===== config.mk =====
export PLATFORM = sky130hd
export DESIGN_NAME = taillight_sched
export DESIGN_NICKNAME = d
export VERILOG_FILES = /design/src/rtl/taillight_sched.sv
export SDC_FILE = /design/constraint.sdc
export NUM_CORES = 1
export LEC_CHECK = 0
export BUFFER_PORTS_ARGS = -buffer_cell sky130_fd_sc_hd__buf_4
export CAP_MARGIN = 20
export CORE_MARGIN = 2
export CORE_UTILIZATION = 45
export DETAILED_ROUTE_END_ITERATION = 10
export PLACE_DENSITY = 0.61
export SLEW_MARGIN = 40
export SYNTH_ARGS = -nofsm -noshare
export SYNTH_HDL_FRONTEND = slang
export SYNTH_SLANG_ARGS = --single-unit

===== constraint.sdc =====
create_clock -name Clk -period 2.38 [get_ports Clk]
set_input_delay 0.357 -clock Clk [delete_from_list [all_inputs] [get_ports Clk]]
set_output_delay 0.357 -clock Clk [all_outputs]
set_load 0.01 [all_outputs]

===== src/rtl/taillight_sched.sv =====
// Rear lamp scheduler: blink prescaler, turn/hazard arbitration and 3-lamp sequencing.
// Optional brake overlay enabled by defining TAILLIGHT_BRAKE_EN.
module taillight_sched #(
    parameter int TICK_CYCLES = 33554432,
    parameter int CNT_W       = 26
) (
    input  logic       Clk,
    input  logic       Rst_n,
    input  logic       Left_req,
    input  logic       Right_req,
    input  logic       Haz_req,
`ifdef TAILLIGHT_BRAKE_EN
    input  logic       Brake,
`endif
    output logic [2:0] Left,
    output logic [2:0] Right,
    output logic [1:0] Mode,
    output logic       Tick
);

    // state | meaning
    // IDLE  | no request, both clusters dark
    // LEFT  | left cluster stepping 001->011->111->000
    // RIGHT | right cluster stepping 001->011->111->000
    // HAZ   | both clusters alternating 111/000
    typedef enum logic [1:0] {
        IDLE  = 2'b00,
        LEFT  = 2'b01,
        RIGHT = 2'b10,
        HAZ   = 2'b11
    } mode_t;

    localparam logic [CNT_W-1:0] CNT_LAST = CNT_W'(TICK_CYCLES - 1);

    mode_t            mode, mode_nxt, desired;
    logic [1:0]       phase, phase_nxt;
    logic [CNT_W-1:0] cnt;
    logic [2:0]       left_nxt, right_nxt;
    logic             brake;

`ifdef TAILLIGHT_BRAKE_EN
    assign brake = Brake;
`else
    assign brake = 1'b0;
`endif

    function automatic logic [2:0] pat(input logic [1:0] p);
        case (p)
            2'd0:    pat = 3'b000;
            2'd1:    pat = 3'b001;
            2'd2:    pat = 3'b011;
            default: pat = 3'b111;
        endcase
    endfunction

    always_ff @(posedge Clk) begin
        if (!Rst_n) begin
            cnt   <= '0;
            Tick  <= 1'b0;
            mode  <= IDLE;
            phase <= 2'd0;
            Left  <= 3'b000;
            Right <= 3'b000;
        end else begin
            cnt   <= (cnt == CNT_LAST) ? '0 : cnt + CNT_W'(1);
            Tick  <= (cnt == CNT_LAST);
            mode  <= mode_nxt;
            phase <= phase_nxt;
            Left  <= left_nxt;
            Right <= right_nxt;
        end
    end

    assign Mode = mode;

    always_comb begin
        desired   = IDLE;
        mode_nxt  = mode;
        phase_nxt = phase;
        left_nxt  = 3'b000;
        right_nxt = 3'b000;

        if (Haz_req || (Left_req && Right_req)) desired = HAZ;
        else if (Left_req)                      desired = LEFT;
        else if (Right_req)                     desired = RIGHT;

        // Requests only matter on the step edge; otherwise everything holds.
        if (Tick) begin
            if (desired == mode) begin
                case (mode)
                    LEFT, RIGHT: phase_nxt = phase + 2'd1;
                    HAZ:         phase_nxt = ~phase;
                    default:     phase_nxt = 2'd0;
                endcase
            end else begin
                mode_nxt = desired;
                case (desired)
                    LEFT, RIGHT: phase_nxt = 2'd1;
                    HAZ:         phase_nxt = 2'd3;
                    default:     phase_nxt = 2'd0;
                endcase
            end
        end

        case (mode_nxt)
            LEFT: begin
                left_nxt  = pat(phase_nxt);
                right_nxt = brake ? 3'b111 : 3'b000;
            end
            RIGHT: begin
                left_nxt  = brake ? 3'b111 : 3'b000;
                right_nxt = pat(phase_nxt);
            end
            HAZ: begin
                left_nxt  = pat(phase_nxt);
                right_nxt = pat(phase_nxt);
            end
            default: begin
                left_nxt  = brake ? 3'b111 : 3'b000;
                right_nxt = brake ? 3'b111 : 3'b000;
            end
        endcase
    end

endmodule


**Word-level counts from Yosys, hierarchy flattened**

Index checks and enable logic that the tools add are counted.

- Flip-flop bits (word level): 37
- Latch bits: 0
- Bits in writable memories: 0
- Bits in read-only memories: 0
- Output and inout port bits: 9
- Memories kept: 0

- Add/subtract/negate cells: 2
- Multipliers: 0
- Divide/modulo/power cells: 0
- Order comparisons: 0
- Equal/unequal tests: 13
- Shifts and indexed selects: 0
- Mux-type cells: 10
- Bitwise logic cells: 2
- Reduce and logical (&&, ||, !) cells: 10

Operator list:

| operator | number |
|---|---|
| adder 26 x 1 -> 26 bit (second input constant) | 1 |
| equality test 26 x 25 -> 1 bit (second input constant) | 1 |
| equality test 2 bit (second input constant) | 7 |
| two-way mux 2 bit | 7 |
| OR reduction 2 bit | 5 |
| case mux 3 bit (3 select lines) | 1 |
| equality test 2 x 1 -> 1 bit (second input constant) | 4 |
| case mux 2 bit (2 select lines) | 2 |
| AND reduction 2 bit | 2 |
| adder 2 x 1 -> 2 bit (second input constant) | 1 |
| equality test 2 bit | 1 |
| zero test 2 bit | 1 |
| NOT 2 bit | 1 |
| logical AND 1 bit | 1 |
| logical OR 1 bit | 1 |
| NOT 1 bit | 1 |

**Longest topological paths before layout**

Gate-level depths: netlist of run 1.

- Depth after elaboration: 10
- Gate-level depth with buffers: 7
- Depth with buffers taken out: 7

**Least setup slack after synthesis of run 1**

OpenSTA, ideal clock, no wires.

- Kind: flip-flop to flip-flop
- Start point: reg mode[0] (netlist: Mode[0])
- End point: reg Left[0]
- Arrival: 1.674 ns
- Required time: 2.239 ns
- Setup slack: 0.565 ns
- Stages on the path, launching flop included: 8
- Path buffers: 0
- Clock period less this slack: 1.815 ns
- Cell sequence: dfxtp_1 -> inv_1 -> ha_1 -> and2_1 -> o211ai_1 -> a21oi_1 -> a21oi_1 -> a21oi_1

- Cells in the longest elaborated chain, start to end: 7
- Elaborated cells between the ends (all ways): 18
- Classes of those cells: 8 x eq/ne; 6 x mux; 4 x reduce/logical

Ends and longest elaborated chain:

| element | line | text |
|---|---|---|
| start: declaration | 35 | `mode_t mode, mode_nxt, desired;` |
| start signal: assignment | 67 | `mode <= mode_nxt;` |
| equality test 2 x 1 -> 1 bit or equality test 2 bit (tied branches) | 90 | `case (mode)` |
| OR reduction 2 bit | 90 |  |
| case mux 2 bit (2 select lines) | 90 |  |
| two-way mux 2 bit | 89 | `if (desired == mode) begin` |
| two-way mux 2 bit | 88 | `if (Tick) begin` |
| equality test 2 bit (tied with other cells) | 48 | `case (p)` |
| case mux 3 bit (3 select lines) | 48 |  |
| end signal: assignment | 69 | `Left <= left_nxt;` |
| end: declaration | 15 | `output logic [2:0] Left,` |

Several ways; a longest one is shown, not always the timed one.
A chain may end at the register's enable or synchronous reset.

**Final worst setup path of run 1**

- Start point: reg mode[0] (netlist: Mode[0])
- End point: reg Right[0]

- Cells in the longest elaborated chain, start to end: 7
- Elaborated cells between the ends (all ways): 18
- Classes of those cells: 8 x eq/ne; 6 x mux; 4 x reduce/logical

Ends and longest elaborated chain:

| element | line | text |
|---|---|---|
| equality test 2 x 1 -> 1 bit or equality test 2 bit (tied branches) | 90 |  |
| OR reduction 2 bit | 90 |  |
| case mux 2 bit (2 select lines) | 90 |  |
| two-way mux 2 bit | 89 |  |
| two-way mux 2 bit | 88 |  |
| equality test 2 bit (tied with other cells) | 48 |  |
| case mux 3 bit (3 select lines) | 48 |  |
| end signal: assignment | 70 | `Right <= right_nxt;` |
| end: declaration | 16 | `output logic [2:0] Right,` |

Several ways; a longest one is shown, not always the timed one.

==> results of run 1 <==
critical path, stage by stage (launching register included):
cell and delay, ns:
sky130_fd_sc_hd__dfxtp_1 0.49, sky130_fd_sc_hd__inv_1 0.09, sky130_fd_sc_hd__ha_1 0.33, sky130_fd_sc_hd__and2_1 0.15, sky130_fd_sc_hd__o211ai_1 0.16, sky130_fd_sc_hd__a21oi_1 0.09, sky130_fd_sc_hd__a21oi_1 0.42, sky130_fd_sc_hd__a21oi_1 0.13
through the flow:
stage | setup WS, ns | hold WS [ns] | util
6_report | 0.400 | 0.247 | 0.543
5_1_grt | 0.224 | 0.246 | 0.543
4_1_cts | 0.413 | 0.240 | 0.543
3_5_place_dp | 0.430 | 0.447 | 0.527
3_3_place_gp | 0.506 | 0.430 | 0.527
2_1_floorplan | 0.565 | 0.418 | -
cells in the mapped netlist (3+ instances only):
cell,count,area share
sky130_fd_sc_hd__and3_1,3,0.012
sky130_fd_sc_hd__nand2_1,15,0.035
sky130_fd_sc_hd__nor3_1,4,0.012
sky130_fd_sc_hd__ha_1,3,0.023
sky130_fd_sc_hd__inv_1,7,0.016
sky130_fd_sc_hd__o211ai_1,4,0.018
sky130_fd_sc_hd__nand3_1,10,0.031
sky130_fd_sc_hd__nor2_1,36,0.083
sky130_fd_sc_hd__xor2_1,14,0.075
sky130_fd_sc_hd__xnor2_1,9,0.048
sky130_fd_sc_hd__and2_1,3,0.012
sky130_fd_sc_hd__dfxtp_1,37,0.45
sky130_fd_sc_hd__a21oi_1,7,0.021
sky130_fd_sc_hd__nand4_1,5,0.019
flip-flops by register name, indices dropped and copies added, names as in the netlist:
| signal | cells |
|---|---|
| phase | 2 |
| Right | 3 |
| Tick | 1 |
| cnt | 26 |
| Mode | 2 |
| Left | 3 |
cell usage in the layout (no fill, tap or decap), types with 5 or more instances in the layout:
master,n
sky130_fd_sc_hd__nand3_1,10
sky130_fd_sc_hd__buf_4,17
sky130_fd_sc_hd__xnor2_1,9
sky130_fd_sc_hd__inv_1,7
sky130_fd_sc_hd__dfxtp_1,37
sky130_fd_sc_hd__nand4_1,5
sky130_fd_sc_hd__nor2_1,36
sky130_fd_sc_hd__clkbuf_4,5
sky130_fd_sc_hd__nand2_1,15
sky130_fd_sc_hd__xor2_1,14
sky130_fd_sc_hd__a21oi_1,7
layout make-up:
cell class	instances	area, um^2	share of cell area
inverters	8	30.0	0.0162
well taps	46	57.6	0.0310
multi-input cells	136	845	0.455
clock inverters	3	17.5	0.00944
repair buffers	17	128	0.0688
flip-flops and latches	37	741	0.399
clock buffers	5	37.5	0.0202
kinds of logic (layout without fill, tap and decap cells):
family / count (synthesis) / in the layout / synth area share
xor+xnor: 23 / 23 / 0.124
buf+inv: 10 / 33 / 0.0276
compound gates: 19 / 19 / 0.0775
mux: 1 / 1 / 0.00614
simple gates: 90 / 90 / 0.288
flops: 37 / 37 / 0.454
fa+ha+maj: 3 / 3 / 0.0230
layer usage:
layer | track usage | routed length, um
met1 | 0.194 | 1420
met2 | 0.292 | 1540
met3 | 0.0651 | 147
met4 | 0.0957 | 60
met5 | 0 | 0
power groups by stage:
| stage | Clock, mW | Sequential [mW] | Combinational (mW) |
|---|---|---|---|
| 2_1_floorplan | 0 | 0.643 | 0.0217 |
| 3_3_place_gp | 0 | 0.644 | 0.0328 |
| 3_5_place_dp | 0 | 0.644 | 0.0347 |
| 4_1_cts | 0.339 | 0.630 | 0.0346 |
| 5_1_grt | 0.366 | 0.632 | 0.0395 |
| 6_report | 0.329 | 0.630 | 0.0344 |
worst max path at each step:
stage	from	endpoint	slack, ns
final	Mode[0]	Right[0]	0.40
after global routing	Mode[0]	Left[0]	0.22
after CTS	Mode[0]	Left[0]	0.41
after detailed placement	Mode[0]	Right[0]	0.43
after global placement	Mode[0]	Left[0]	0.51
after floorplan	Mode[0]	Left[0]	0.57
==> metrics, run 1 <==
Setup Fix Bufs, Post-CTS 0; combined global-route utilization of all metal layers 0.176; Final Cell Area around 1900 um^2; Worst Hold Path EP cnt[24]; CTS tree yes; WP data arrival 2.22 ns; most common flop cell mapped by yosys sky130_fd_sc_hd__dfxtp_1; relative contribution of combinational cells to total power 0.035; endpoint type of the worst setup path register; Fin. Hold Viols 0; clock slew seen by the registers of the worst setup and hold paths 0.12 ns; total setup violations reported at the end of the flow 0; fraction of registers with async set or reset after synthesis 0; Int Pwr about 0.75 mW; Max Clock Freq between 500 and 600 MHz; start of the worst register-to-register path Mode[0]; fill cell instance count of the final layout 351; Clock Power Share 0.331; final routed wire length divided by cell count 12.6 um; area added between synthesis and finish 13.8%; H-Tree Depth 2; Slew HR 0.611; syn_nets approximately 190; routability congestion estimate from global placement a little under 0.8; unrepaired setup endpoints after global routing no; number of antenna violations at the first check in global routing 0; row count 21; leftover overflow at the end of global routing 0; register bit total from synthesis 37; number of buffers created by CTS 5; cell area after synthesis 1630 um^2; data required time of the worst path 2.62 ns; cell at the root of the clock tree sky130_fd_sc_hd__clkbuf_4; Cells after Synth 183; slew at the pin closest to its max-slew limit around 0.58 ns; Resize count post-CTS 0; Max Root-Sink Buffers 2; skew final 0.0203 ns; detailed-route DRC error count 0; ratio of final minimum period to clock period 0.832; post-detailed-route count of antenna-violating nets 0; Boundary Pins 14; synthesized area per cell 8.91 um^2; setup tns final 0 ns; final number of max-transition violations 0; total number of yosys warnings 0; maximum number of pins on one net before global-route repair 19; global-route wire length before repair 5550 um; Detailed Place HPWL 2260 um; Seq pwr share 0.634; depth of the worst hold-timing path 2; final worst path period need 1.98 ns; origin of the worst min-delay path Rst_n; start-to-end type of the worst setup path register to register; overall power of the completed layout roughly 1 mW; ratio of cells with drive above 1 in the final layout 0.155; power density relative to cell area approximately 540 nW/um^2; Die Area 4120 um^2; Iteration-0 DRC Markers 58; share of the yosys chip area belonging to registers 0.454; width of the die 64.2 um; destination of the worst register-to-register timing path Right[0]; count of cell types in the netlist 36; EDFF count, synth 0; insertion delay of the later-clocked pin in the worst-skew pair 0.36 ns; number of buffers inserted for hold repair after clock tree synthesis 0; initial cell density of the core 0.477; worst min path class primary input to register; type of element launching the critical path register; Inserted Diodes 0; number of global-route vias before repair 1325; reported max-cap violation count 0; net switching fraction of the power 0.245; via count ~1300; cell count of the worst reg-to-reg path 7; Die Y-Extent 64.2 um; net switching power of the design 0.244 mW; fin cells between 200 and 300; mean number of vias per cell 5.23; Worst IR Drop VDD 0.000289 V; count of clock tree sinks 37; setup slack of the most critical reg-to-reg path 0.40 ns; standard cell area after detailed placement 1800 um^2; drt total wl 3170 um; Placeable Area 3420 um^2; biggest fanout along the worst timing path 8; number of placed cells counting well taps roughly 240; result of the run finished, final reports clean; net total in the final layout 213; number of detailed-routing iterations run before antenna repair 4; leakage 0.711 nW; count of input and output buffers 13
No activity file was read; power rests on OpenSTA's default activity.
==> inputs of run 2 (changes only) <==
--- a/config.mk
+++ b/config.mk
@@ -10,7 +10,7 @@
 export CORE_MARGIN = 2
 export CORE_UTILIZATION = 45
 export DETAILED_ROUTE_END_ITERATION = 10
-export PLACE_DENSITY = 0.61
+export PLACE_DENSITY = 0.63
 export SLEW_MARGIN = 40
 export SYNTH_ARGS = -nofsm -noshare
 export SYNTH_HDL_FRONTEND = slang
==> constraint.sdc (replaced) <==
create_clock -name Clk -period 1.7 [get_ports Clk]
set_input_delay 0.255 -clock Clk [delete_from_list [all_inputs] [get_ports Clk]]
set_output_delay 0.255 -clock Clk [all_outputs]
set_load 0.01 [all_outputs]
==> run 2 against run 1 <==
  * Maximum frequency increased by 24%
  * Count of clock-buffer cells in the layout stayed put
  * Register-to-register slack worse by 0.29 ns
  * Sequential power grew 40%
  * Clock skew shrank 0.011 ns
  * Die area unchanged
  * Via count grew 6.3%
  * Cell area grew 11%
  * Power increased by 72%
  * Combinational power increased by 67%
  * Clock power is 130% higher
==> metrics, run 2 (synthesized netlist as in run 1, its figures left out) <==
clock slew seen by the registers of the worst setup and hold paths 0.12 ns; overall power of the completed layout between 1.5 and 2 mW; Iteration-0 DRC Markers roughly 100; Fin. Hold Viols 0; Biggest register cnt; count of input and output buffers 13; insertion delay of the later-clocked pin in the worst-skew pair 0.35 ns; final routed wire length divided by cell count 12.7 um; final number of max-transition violations 0; number of global-route vias before repair 1279; WP data arrival 1.82 ns; setup tns final 0 ns; combined global-route utilization of all metal layers 0.178; Seq pwr share 0.517; relative contribution of combinational cells to total power 0.034; Placeable Area between 3000 and 4000 um^2; total setup violations reported at the end of the flow 0; data required time of the worst path 1.93 ns; endpoint type of the worst setup path register; Max Clock Freq 629 MHz; H-Tree Depth 2; Clock Power Share 0.450; ratio of final minimum period to clock period 0.936; reported max-cap violation count 0; Int Pwr roughly 1.4 mW; net switching fraction of the power 0.202; Slew HR 0.719; number of buffers created by CTS 5; count of clock tree sinks 37; maximum number of pins on one net before global-route repair 19; routability congestion estimate from global placement 0.823; detailed-route DRC error count 0; leading cell types in the layout, fill and taps excluded 36 x sky130_fd_sc_hd__dfxtp_1, 36 x sky130_fd_sc_hd__nor2_1, 28 x sky130_fd_sc_hd__buf_4; Die Y-Extent 64.2 um; row count 21; via count 1400; standard cell area after detailed placement 1910 um^2; Worst Hold Path EP cnt[24]; post-detailed-route count of antenna-violating nets 0; ratio of cells with drive above 1 in the final layout 0.225; Final Cell Area approximately 2100 um^2; mean number of vias per cell 5.30; depth of the worst hold-timing path 2; result of the run finished, final reports clean; Max Root-Sink Buffers 2; biggest fanout along the worst timing path 7; worst min path class primary input to register; CTS tree yes; initial cell density of the core 0.477; net switching power of the design between 0.3 and 0.4 mW; cell at the root of the clock tree sky130_fd_sc_hd__clkbuf_4; Die Area 4120 um^2; destination of the worst register-to-register timing path Right[0]; drt total wl approximately 3400 um; Boundary Pins 14; setup slack of the most critical reg-to-reg path 0.11 ns; start of the worst register-to-register path Mode[0]; area added between synthesis and finish 26.5%; type of element launching the critical path register; global-route wire length before repair 5650 um; cell count of the worst reg-to-reg path 8; origin of the worst min-delay path Rst_n; slew at the pin closest to its max-slew limit ~0.42 ns; leftover overflow at the end of global routing 0; start-to-end type of the worst setup path register to register; power density relative to cell area 829 nW/um^2; Largest register FFs 26; biggest regs cnt x26, Left x3, Right x3; Detailed Place HPWL 2350 um; skew final between 0.009 and 0.01 ns; number of antenna violations at the first check in global routing 0; leakage 0.849 nW; net total in the final layout 225; Worst IR Drop VDD 0.000474 V; final worst path period need 1.59 ns; number of detailed-routing iterations run before antenna repair 4; unrepaired setup endpoints after global routing no; width of the die 64.2 um; number of buffers inserted for hold repair after clock tree synthesis 0; Inserted Diodes 0
-- run 2: timing repair --
| action | CTS | global route |
|---|---|---|
| resized for setup | 0 | 6 |
| buffers inserted | 0 | 1 |
| endpoints found under the setup margin | 0 | 29 |
-- run 2: final cells by class --
type	instances	area [um^2]
Tap cell	46	57.6
Fill cell	299	1350
Timing Repair Buffer	29	230
Clock buffer	5	37.5
Multi-Input combinational cell	136	896
Clock inverter	3	68.8
Inverter	8	30.0
Sequential cell	37	742
-- run 2: power groups by stage --
stage,registers (mW),clock network (mW),logic [mW]
floorplan,0.900,0,0.0306
global placement,0.901,0,0.0545
detailed placement,0.902,0,0.0559
CTS,0.882,0.794,0.0561
global route,0.885,0.840,0.0631
finish,0.883,0.768,0.0574
-- run 2: critical path, cell delays in order, from the launching register on --
cell                       delay [ns]
sky130_fd_sc_hd__dfxtp_2         0.34
sky130_fd_sc_hd__inv_1           0.05
sky130_fd_sc_hd__ha_1            0.31
sky130_fd_sc_hd__and2_1          0.14
sky130_fd_sc_hd__o211ai_1        0.17
sky130_fd_sc_hd__a21oi_1         0.11
sky130_fd_sc_hd__a21oi_2         0.12
sky130_fd_sc_hd__buf_4           0.15
sky130_fd_sc_hd__a21oi_1         0.07
-- run 2: how the worst max path moves through the flow --
stage,from,endpoint,slack [ns],depth (start not counted)
after floorplan,cnt[0],cnt[7],0.007,7
after global placement,cnt[4],cnt[23],0.10,5
after detailed placement,cnt[4],cnt[23],0.06,5
after CTS,cnt[4],cnt[23],0.03,5
after global routing,Mode[0],Left[0],0.01,8
final,Mode[0],Right[0],0.11,8
-- run 2: per-stage QoR --
stage / utilization / hold WS [ns] / setup WS [ns] / std cells
after CTS: 0.589 / 0.155 / 0.0284 / 263
after global placement: 0.558 / 0.430 / 0.102 / 255
after global routing: 0.604 / 0.164 / 0.0140 / 264
after detailed placement: 0.558 / 0.434 / 0.0618 / 255
final: 0.604 / 0.178 / 0.109 / 264
after floorplan: - / 0.377 / 0.00750 / 183
-- run 2: metal layers --
layer  global-route usage  vias up  wire, um
met5                    0        -         0
li1                     -      696         -
met3               0.0616        6       162
met4               0.0665        0        56
met2                0.309       32      1670
met1                0.202      666      1460
